File: src/rtl/regfile_wr_arbiter_if.sv
// Bundles both requester handshakes, the register-file write port and the debug
// wait counter. The master side is the requesters; the slave side is the arbiter.
interface regfile_wr_arbiter_if #(
  parameter int XLEN = 32,
  parameter int AW   = 5
);
  logic            a_valid;
  logic [AW-1:0]   a_addr;
  logic [XLEN-1:0] a_data;
  logic            a_ready;
  logic            b_valid;
  logic [AW-1:0]   b_addr;
  logic [XLEN-1:0] b_data;
  logic            b_ready;
  logic            we3;
  logic [AW-1:0]   ad3;
  logic [XLEN-1:0] wd3;
  logic [3:0]      b_wait_cnt;

  modport master (
    output a_valid, a_addr, a_data, b_valid, b_addr, b_data,
    input  a_ready, b_ready, we3, ad3, wd3, b_wait_cnt
  );

  modport slave (
    input  a_valid, a_addr, a_data, b_valid, b_addr, b_data,
    output a_ready, b_ready, we3, ad3, wd3, b_wait_cnt
  );
endinterface

File: src/rtl/regfile_wr_arbiter.sv
// Two-requester arbiter for the single register-file write port. Grants are
// combinational; the write port is registered one cycle after the handshake.
module regfile_wr_arbiter #(
  parameter int XLEN     = 32,
  parameter int AW       = 5,
  parameter int RR_MODE  = 0,
  parameter int MAX_WAIT = 4
) (
  input logic                clk,
  input logic                rst,
  regfile_wr_arbiter_if.slave bus
);

  localparam logic [3:0] WAIT_LIMIT = 4'(MAX_WAIT);

  logic            contested;
  logic            b_wins;
  logic            grant_a;
  logic            grant_b;
  logic            xfer;
  logic [AW-1:0]   sel_addr;
  logic [XLEN-1:0] sel_data;

  logic            last_b_p0;
  logic [3:0]      wait_cnt_p0;
  logic            we3_p0;
  logic [AW-1:0]   ad3_p0;
  logic [XLEN-1:0] wd3_p0;

  // Grant decision: only a contested cycle consults the arbitration state
  always_comb begin
    contested = bus.a_valid && bus.b_valid;
    if (RR_MODE != 0) b_wins = !last_b_p0;
    else              b_wins = (wait_cnt_p0 == WAIT_LIMIT);
    grant_a = 1'b0;
    grant_b = 1'b0;
    if (!rst) begin
      if (contested) begin
        grant_a = !b_wins;
        grant_b = b_wins;
      end else begin
        grant_a = bus.a_valid;
        grant_b = bus.b_valid;
      end
    end
    xfer     = grant_a || grant_b;
    sel_addr = grant_b ? bus.b_addr : bus.a_addr;
    sel_data = grant_b ? bus.b_data : bus.a_data;
  end

  // Stage p0: registered write port plus arbitration state
  always_ff @(posedge clk or posedge rst) begin
    if (rst) begin
      we3_p0      <= 1'b0;
      ad3_p0      <= '0;
      wd3_p0      <= '0;
      last_b_p0   <= 1'b1;
      wait_cnt_p0 <= 4'd0;
    end else begin
      // x0 writes still complete their handshake but never reach the port
      we3_p0 <= xfer && (sel_addr != '0);
      if (xfer) begin
        ad3_p0    <= sel_addr;
        wd3_p0    <= sel_data;
        last_b_p0 <= grant_b;
      end
      if (RR_MODE == 0) begin
        if (grant_b)
          wait_cnt_p0 <= 4'd0;
        else if (contested && grant_a && wait_cnt_p0 != WAIT_LIMIT)
          wait_cnt_p0 <= wait_cnt_p0 + 4'd1;
      end
    end
  end

  assign bus.a_ready    = grant_a;
  assign bus.b_ready    = grant_b;
  assign bus.we3        = we3_p0;
  assign bus.ad3        = ad3_p0;
  assign bus.wd3        = wd3_p0;
  assign bus.b_wait_cnt = wait_cnt_p0;

endmodule

File: src/flat_wrapper.sv
// flat-port wrapper written by rule: the top's interface ports become plain ports
module regfile_wr_arbiter_flat 
#(
  parameter int XLEN     = 32,
  parameter int AW       = 5,
  parameter int RR_MODE  = 0,
  parameter int MAX_WAIT = 4
)
  (clk, rst, bus_a_valid, bus_a_addr, bus_a_data, bus_b_valid, bus_b_addr, bus_b_data, bus_a_ready, bus_b_ready, bus_we3, bus_ad3, bus_wd3, bus_b_wait_cnt);
  regfile_wr_arbiter_if #(.XLEN(XLEN), .AW(AW)) bus_i ();
  input logic clk;
  input logic rst;
  input wire logic [$bits(bus_i.a_valid)-1:0] bus_a_valid;
  input wire logic [$bits(bus_i.a_addr)-1:0] bus_a_addr;
  input wire logic [$bits(bus_i.a_data)-1:0] bus_a_data;
  input wire logic [$bits(bus_i.b_valid)-1:0] bus_b_valid;
  input wire logic [$bits(bus_i.b_addr)-1:0] bus_b_addr;
  input wire logic [$bits(bus_i.b_data)-1:0] bus_b_data;
  output wire logic [$bits(bus_i.a_ready)-1:0] bus_a_ready;
  output wire logic [$bits(bus_i.b_ready)-1:0] bus_b_ready;
  output wire logic [$bits(bus_i.we3)-1:0] bus_we3;
  output wire logic [$bits(bus_i.ad3)-1:0] bus_ad3;
  output wire logic [$bits(bus_i.wd3)-1:0] bus_wd3;
  output wire logic [$bits(bus_i.b_wait_cnt)-1:0] bus_b_wait_cnt;
  assign bus_i.a_valid = bus_a_valid;
  assign bus_i.a_addr = bus_a_addr;
  assign bus_i.a_data = bus_a_data;
  assign bus_i.b_valid = bus_b_valid;
  assign bus_i.b_addr = bus_b_addr;
  assign bus_i.b_data = bus_b_data;
  assign bus_a_ready = bus_i.a_ready;
  assign bus_b_ready = bus_i.b_ready;
  assign bus_we3 = bus_i.we3;
  assign bus_ad3 = bus_i.ad3;
  assign bus_wd3 = bus_i.wd3;
  assign bus_b_wait_cnt = bus_i.b_wait_cnt;
  regfile_wr_arbiter #(.XLEN(XLEN), .AW(AW), .RR_MODE(RR_MODE), .MAX_WAIT(MAX_WAIT)) u_core (.clk(clk), .rst(rst), .bus(bus_i));
endmodule
File: config.mk
export PLATFORM = sky130hd
export DESIGN_NAME = regfile_wr_arbiter_flat
export DESIGN_NICKNAME = d
export VERILOG_FILES = /design/src/rtl/regfile_wr_arbiter_if.sv /design/src/rtl/regfile_wr_arbiter.sv /design/src/flat_wrapper.sv
export SDC_FILE = /design/constraint.sdc
export NUM_CORES = 1
export LEC_CHECK = 0
export CAP_MARGIN = 10
export CORE_MARGIN = 3
export CORE_UTILIZATION = 40
export DETAILED_ROUTE_END_ITERATION = 6
export PLACE_DENSITY = 0.86
export SETUP_SLACK_MARGIN = 0.05
export SYNTH_ARGS = -nofsm -noshare
export SYNTH_HDL_FRONTEND = slang
export SYNTH_SLANG_ARGS = --single-unit
File: constraint.sdc
create_clock -name clk -period 4.35 [get_ports clk]
set_input_delay 1.305 -clock clk [delete_from_list [all_inputs] [get_ports clk]]
set_output_delay 1.305 -clock clk [all_outputs]
set_load 0.01 [all_outputs]
Yosys cells after proc, flatten, opt, wreduce, memory -nomap -nowiden --
Index checks and enable logic that the tools add are counted.
Storage, ports and cells: output and inout port bits 44, register bits 42
Operators by class: reduce and logical (&&, ||, !) cells 8, add/sub/neg operators 1, equality and inequality tests 2, multiplexer cells 8
Operator list (count):
- two-way mux 32 bit | 1
- two-way mux 4 bit | 2
- two-way mux 5 bit | 1
- nonzero test 5 bit | 1
- adder 4 x 1 -> 4 bit, second input constant | 1
- equality test 4 x 3 -> 1 bit, second input constant | 1
- logical AND 1 bit | 4
- two-way mux 1 bit | 4
- != test 4 x 3 -> 1 bit, second input constant | 1
- nonzero test 2 bit | 1
- zero test 1 bit | 1
- logical OR 1 bit | 1

Depth between registers and ports, before layout --
Gate-level depths: netlist (run 1).
depth in word-level cells 8, gate-level depth with buffers 7, gate-level depth less buffers 5

Least setup slack after synthesis (run 1) --
No wires, ideal clock.
path kind in2out, start in rst, end out bus_b_ready, cell stages on the path 4, path buffers 2, data arrival time 2008 ps, path slack 1037 ps, required time 3045 ps, cell sequence buf_2 nand2b_1 a21oi_2 buf_2
Between the ends: word-level cells in the longest chain between the ends 1
RTL lines:
- start, declared | line flat_wrapper.sv:12 | input logic rst;
- two-way mux 1 bit | line regfile_wr_arbiter.sv:37 | if (!rst) begin
- end, declared | line flat_wrapper.sv:20 | output wire logic [$bits(bus_i.b_ready)-1:0] bus_b_ready;
Every way passes these cells.

Final worst setup path (run 1) --
Same ends and word-level chain as after synthesis.

==> results of run 1 <==
through the flow:
stage          power (mW)  setup slack, ns   util
2_1_floorplan       0.607             1.04      -
3_3_place_gp        0.807            0.273  0.680
3_5_place_dp        0.815            0.252  0.680
4_1_cts              1.13            0.246  0.704
5_1_grt              1.17            0.188  0.704
6_report             1.12            0.237  0.704
worst max-delay path, cell delays in order:
cell,delay (ns)
clkdlybuf4s50_1,0.51
nand2b_1,0.28
a21oi_4,0.16
clkdlybuf4s50_1,0.55
cells by family after synthesis:
group | count (synthesis)
DFF | 42
buffers and inverters | 22
muxes | 1
adders and majority gates | 2
and+or+nand+nor | 46
AOI/OAI and AO/OA | 52
synthesized netlist by cell type, types with 2 or more instances:
library cell  count
and2_1            5
a221o_1          34
dfrtp_1          42
a21oi_1           2
buf_6             6
and2_0           27
a2111oi_0         5
ha_1              2
buf_2             4
nand2b_1          2
nand3_1           2
o21ai_0           3
a221o_2           3
clkbuf_1          3
nand2_1           2
inv_1             9
registers in the layout, summed over array words and instances, names as in the netlist:
signal and count:
u_core.bus.wd3 32, u_core.bus.ad3 5, u_core.bus.b_wait_cnt 4, u_core.bus.we3 1
worst paths after layout:
| check | end | slack [ns] | cells past startpoint |
|---|---|---|---|
| worst max-delay path | bus_b_ready | 0.24 | 4 |
| worst min-delay path | u_core.bus.ad3[0] | 0.52 | 1 |
| worst max register to register | u_core.bus.we3 | 2.36 | 6 |
| worst min register to register | u_core.bus.ad3[0] | 0.52 | 1 |
| max in group asynchronous | u_core.bus.wd3[9] | 2.07 | 3 |
| min in group asynchronous | u_core.bus.wd3[29] | 1.60 | 2 |
metal layers:
metal  up-vias  GRT usage  part of all wire
li1        873          -                 -
met1       922      0.273              0.44
met2        79      0.350              0.49
met3         5     0.0556             0.066
met4         0     0.0525            0.0068
met5         -          0                 0
power groups by stage:
| stage | logic [mW] | clock network, mW | registers, mW |
|---|---|---|---|
| after floorplan | 0.106 | 0 | 0.501 |
| after global placement | 0.331 | 0 | 0.477 |
| after detailed placement | 0.336 | 0 | 0.479 |
| after CTS | 0.338 | 0.317 | 0.473 |
| after global routing | 0.360 | 0.331 | 0.479 |
| final | 0.334 | 0.309 | 0.473 |
cell type report:
class / count / area share
repair buffers: 128 / 0.375
flip-flops and latches: 42 / 0.312
multi-input cells: 101 / 0.244
well taps: 67 / 0.0249
clock buffers: 5 / 0.0204
clock inverters: 3 / 0.0130
inverters: 9 / 0.0100
==> summary.md, run 1 <==
| Metric | Value |
|---|---|
| Status | `finished clean` |
| First-pass GRT wire length | `9.89 mm` |
| Worst setup path start | `rst` |
| XOR/XNOR share of the synthesized area | `0` |
| Flops & latches, synth | `42` |
| Cells after Synth | `165` |
| Fin crit period | `4.11 ns` |
| Max Cap Viol | `0` |
| H-tree levels | `2` |
| Max-slew headroom | `0.323` |
| Fmax | `243 MHz` |
| Share of total power in sequential cells | `0.424` |
| Most frequent cells in the layout | `clkdlybuf4s50_1 (121), dfrtp_1 (42), a221o_1 (34)` |
| Fraction of layout cells with a size suffix above 1 | `0.0764` |
| Worst hold margin | `0.517 ns` |
| Post-synthesis adder-cell area fraction | `0.0125` |
| Worst Path Required | `3.04 ns` |
| Ant. Diodes | `0` |
| Post-synthesis sequential area ratio | `0.527` |
| Input/output buffers | `121` |
| Gr usage total | `0.210` |
| Worst-path clk slew | `0.08 ns` |
| Clock buffer depth | `2` |
| VDD IR-drop max | `0.193 mV` |
| Antenna-violating nets left | `0` |
| Leakage power | `1.37 nW` |
| Net Sw Power | `292 uW` |
| DRC | `0` |
| Post-synthesis mux area share | `0.00564` |
| Multi-input logic area | `823 um2` |
| Global placer's final weighted congestion | `0.842` |
| Via count | `1879` |
| Number of flops mapped to enable cells by yosys | `0` |
| Most common cell after layout, fill and taps aside | `clkdlybuf4s50_1` |
| Initial drt markers | `101` |
| Layout fillers | `371` |
| Seq. cell area | `1050 um2` |
| Synth Area in Simple Gates | `0.140` |
| WL/cell | `16.9 um` |
| Clk_lat worst skew | `0.29 ns` |
| Mapped Avg Cell Area | `12.1 um2` |
| Die width | `76.6 um` |
| Ports | `122` |
| Synth warnings | `0` |
| Final Net Count | `367` |
| Via density | `5.29` |
| Clock share of power | `0.277` |
| RSZ-0062 raised after global routing | `false` |
| Main synth FF type | `dfrtp_1` |
| Count of cell types in the netlist | `30` |
| Mapped Area | `2000 um2` |
| Main area contributors after synthesis | `dfrtp_1 (53%), a221o_1 (17%), and2_0 (8.5%), buf_6 (3.4%), a2111oi_0 (2.2%)` |
| Final setup fails | `0` |
| Final period util | `0.946` |
| Cts bufs inserted | `5` |
| Max-slew violations | `0` |
| WP data arrival | `2.81 ns` |
| Dpl cell area | `3260 um2` |
| Int Power | `824 uW` |
| Hold_sp | `u_core.bus.ad3[0]` |
| Initial Util | `0.417` |
| Vias in the first global route | `1976` |
| Clock skew | `0.00873 ns` |
| Post-route cell area | `3370 um2` |
| Hold Path Class | `flop to flop` |
| Hold_buf cts | `0` |
| Placed Cells | `347` |
| P per Cell Area | `331 nW/um2` |
| CP Max Fanout | `5` |
| Switching Fraction | `0.262` |
| Non-filler cells in the finished layout | `355` |
| DP HPWL | `4.41 mm` |
| Largest net degree at the start of global routing | `40` |
| Resized Gates After CTS | `0` |
| Initial antenna violation count | `0` |
| Die ar. | `5870 um2` |
| Largest family of logic cells by synthesized area | `compound AO/OA/AOI/OAI gates` |
| DRT Pass-1 Iters | `4` |
| GR Overflow Total | `0` |
| CTS tree | `yes` |
| Crit path kind | `primary input to primary output` |
| Worst-margin pin slew | `1.01 ns` |
| Postcts setup bufs | `0` |
| CTS Sinks | `42` |
| Ys async rst share | `1.00` |
| CP Launch Type | `primary input` |
| Layout area overhead | `68.8%` |
| Share of the synthesized area in the top cell type | `0.527` |
| Endpoints failing hold | `0` |
| CTS root buffer | `clkbuf_8` |
| # rows | `25` |
| Comb power frac | `0.300` |
| Die Span Y | `76.6 um` |
| CORE AREA | `4790 um2` |
| Post-synthesis net count | `245` |
| Crit. End Element | `primary output` |
| Area leader, netlist | `dfrtp_1` |
| Total Wirelength | `6.01 mm` |
| Fin Setup TNS | `0 ns` |
| R2R Path Start | `u_core.bus.b_wait_cnt[0]` |
| Post-synthesis compound-gate area fraction | `0.248` |
Note: power is estimated with default switching activity, not from simulation.
==> run 2: changes to the inputs <==
CORE_UTILIZATION = 30   (was 40)
CTS_CLUSTER_DIAMETER = 60   (was default)
PLACE_DENSITY = 0.67   (was 0.86)
==> summary.md, run 2 (synthesized netlist as in run 1, its figures left out) <==
| Metric | Value |
|---|---|
| Fmax | `244 MHz (+0.23%)` |
| RSZ-0062 raised after global routing | `false` |
| Layout fillers | `591 (+59%)` |
| CTS root buffer | `clkbuf_8` |
| Total Wirelength | `5.91 mm (-1.6%)` |
| Hold_sp | `u_core.bus.ad3[2]` |
| Hold_buf cts | `0 (unchanged)` |
| GR Overflow Total | `0 (unchanged)` |
| Share of total power in sequential cells | `0.424 (about the same)` |
| Largest register FFs | `32 (unchanged)` |
| Largest net degree at the start of global routing | `43 (+7.5%)` |
| Comb power frac | `0.298 (-0.002)` |
| Die Span Y | `87.6 um (+14%)` |
| Worst stage delay on the critical path | `0.55 ns (about the same)` |
| WL/cell | `16.2 um (-4.0%)` |
| # rows | `29 (+16%)` |
| Worst-path clk slew | `0.07 ns (about the same)` |
| Max-slew violations | `0 (unchanged)` |
| Post-route cell area | `3370 um2 (about the same)` |
| Clock skew | `0.00774 ns (-0.000994 ns)` |
| Vias in the first global route | `1911 (-3.3%)` |
| Post-layout util | `0.528 (-0.176)` |
| Final period util | `0.943 (-0.00219)` |
| Leakage power | `1.36 nW (-0.67%)` |
| Clock share of power | `0.277 (about the same)` |
| Die ar. | `7670 um2 (+31%)` |
| Ant. Diodes | `0 (unchanged)` |
| Post-Place Worst Slack | `0.241 ns (-0.0106 ns)` |
| Fin worst setup slack | `0.246 ns (+0.00953 ns)` |
| Initial antenna violation count | `0 (unchanged)` |
| DP HPWL | `4.13 mm (-6.2%)` |
| Hold Path Depth | `1 (unchanged)` |
| Crit path kind | `primary input to primary output` |
| Dpl cell area | `3260 um2 (+0.15%)` |
| Fin crit period | `4.10 ns (-0.00953 ns)` |
| Crit. End Element | `primary output` |
| Clk_lat worst skew | `0.29 ns (about the same)` |
| Slowest-stage cell, CP | `clkdlybuf4s50_1` |
| Non-filler cells in the finished layout | `364 (+2.5%)` |
| Clock buffer depth | `2 (unchanged)` |
| Fin Setup TNS | `0 ns (unchanged)` |
| R2r endpoint | `u_core.bus.we3` |
| DRT Pass-1 Iters | `4 (unchanged)` |
| Switching Fraction | `0.259 (-0.00287)` |
| Endpoints failing hold | `0 (unchanged)` |
| Gr usage total | `0.156 (-0.0538)` |
| R2R Path Start | `u_core.bus.b_wait_cnt[0]` |
| Final Net Count | `366 (-0.27%)` |
| Hold Path Class | `flop to flop` |
| Worst-margin pin slew | `0.896 ns (-0.112 ns)` |
| Antenna-violating nets left | `0 (unchanged)` |
| Placed Cells | `356 (+2.6%)` |
| Net Sw Power | `287 uW (-1.6%)` |
| Ports | `122 (unchanged)` |
| CP Max Fanout | `5 (unchanged)` |
| Max-slew headroom | `0.402 (+0.0782)` |
| CTS tree | `yes` |
| CORE AREA | `6390 um2 (+33%)` |
| Total chip power | `1.11 mW (-0.54%)` |
| WP data arrival | `2.80 ns (about the same)` |
| Status | `finished clean` |
| Resized Gates After CTS | `0 (unchanged)` |
| Via count | `1863 (-0.85%)` |
| Fraction of layout cells with a size suffix above 1 | `0.0732 (-0.00322)` |
| Int Power | `823 uW (-0.15%)` |
| Most frequent cells in the layout | `clkdlybuf4s50_1 (121), dfrtp_1 (42), a221o_1 (34)` |
| Reg2reg setup slack | `2.35 ns (about the same)` |
| Worst setup path start | `rst` |
| Most used cell, CP | `clkdlybuf4s50_1` |
| Initial drt markers | `89 (-12%)` |
| Max Cap Viol | `0 (unchanged)` |
| Worst Path Required | `3.04 ns (about the same)` |
| Postcts setup bufs | `0 (unchanged)` |
| WHS Endpoint | `u_core.bus.ad3[2]` |
| CTS Sinks | `42 (unchanged)` |
| R2R cell count | `6 (unchanged)` |
| Layout area overhead | `68.9% (about the same)` |
| Die width | `87.6 um (+14%)` |
| Final setup fails | `0 (unchanged)` |
| Most common cell after layout, fill and taps aside | `clkdlybuf4s50_1` |
| VDD IR-drop max | `0.174 mV (-9.4%)` |
| CP Launch Type | `primary input` |
| Via density | `5.12 (-3.3%)` |
| Initial Util | `0.312 (-0.104)` |
| DRC | `0 (unchanged)` |
| Input/output buffers | `121 (unchanged)` |
| Worst hold margin | `0.518 ns (+0.00164 ns)` |
| H-tree levels | `2 (unchanged)` |
| Global placer's final weighted congestion | `0.869 (+3.2%)` |
| Cts bufs inserted | `5 (unchanged)` |
| First-pass GRT wire length | `9.33 mm (-5.7%)` |
| P per Cell Area | `329 nW/um2 (-0.61%)` |
| Crit-path cells | `clkdlybuf4s50_1 -> nand2b_1 -> a21oi_4 -> clkdlybuf4s50_1` |
run 2: cell count changes in the layout (fill, tap and decap cells not counted):
| cell | previous run | this run |
|---|---|---|
| clkinv_2 | 1 | 0 |
| inv_6 | 1 | 0 |
| clkinv_1 | 1 | 0 |
| buf_4 | 7 | 6 |
| clkinvlp_4 | 0 | 1 |
| clkbuf_1 | 0 | 1 |
| inv_2 | 0 | 1 |
run 2: how the worst max path moves through the flow:
stage,endpoint,slack (ns),cells after the start
finish,bus_b_ready,0.25,4
global route,bus_b_ready,0.16,4
CTS,bus_b_ready,0.25,4
detailed placement,bus_b_ready,0.24,4
global placement,bus_b_ready,0.26,4
floorplan,bus_b_ready,1.04,4
run 2: critical path: cells and delay by family:
family | cells | cell delay [ns]
AND/OR/NAND/NOR | 1 | 0.27
buffers and inverters | 2 | 1.05
AO/OA/AOI/OAI | 1 | 0.17
run 2: power groups by stage:
stage | sequential, mW | clock [mW] | combinational (mW)
4_1_cts | 0.472 | 0.320 | 0.336
3_5_place_dp | 0.478 | 0 | 0.335
3_3_place_gp | 0.477 | 0 | 0.332
5_1_grt | 0.479 | 0.339 | 0.358
6_report | 0.471 | 0.308 | 0.331
2_1_floorplan | 0.501 | 0 | 0.106
run 2: area by class of cell:
class | count | area, um2 | area share
clock inverter | 2 | 37.5 | 0.0111
tap | 77 | 96.3 | 0.0286
timing repair buffer | 127 | 1260 | 0.373
multi-input combinational | 101 | 823 | 0.244
clock buffer | 6 | 72.6 | 0.0215
sequential | 42 | 1050 | 0.312
inverter | 9 | 33.8 | 0.0100
run 2: per-layer routing:
| metal | vias to the layer above | share of wire | wire, um | track usage |
|---|---|---|---|---|
| li1 | 873 | - | - | - |
| met1 | 896 | 0.42 | 2460 | 0.194 |
| met2 | 89 | 0.47 | 2780 | 0.257 |
| met3 | 5 | 0.10 | 618 | 0.0611 |
| met4 | 0 | 0.0086 | 51 | 0.0363 |
| met5 | - | 0 | 0 | 0 |
==> run 3: changes to the inputs <==
CORE_UTILIZATION = 40   (was 30)
PLACE_DENSITY = 0.86   (was 0.67)
==> results of run 3 <==
The final DEF is identical to that of run 1; final timing and power are the same.
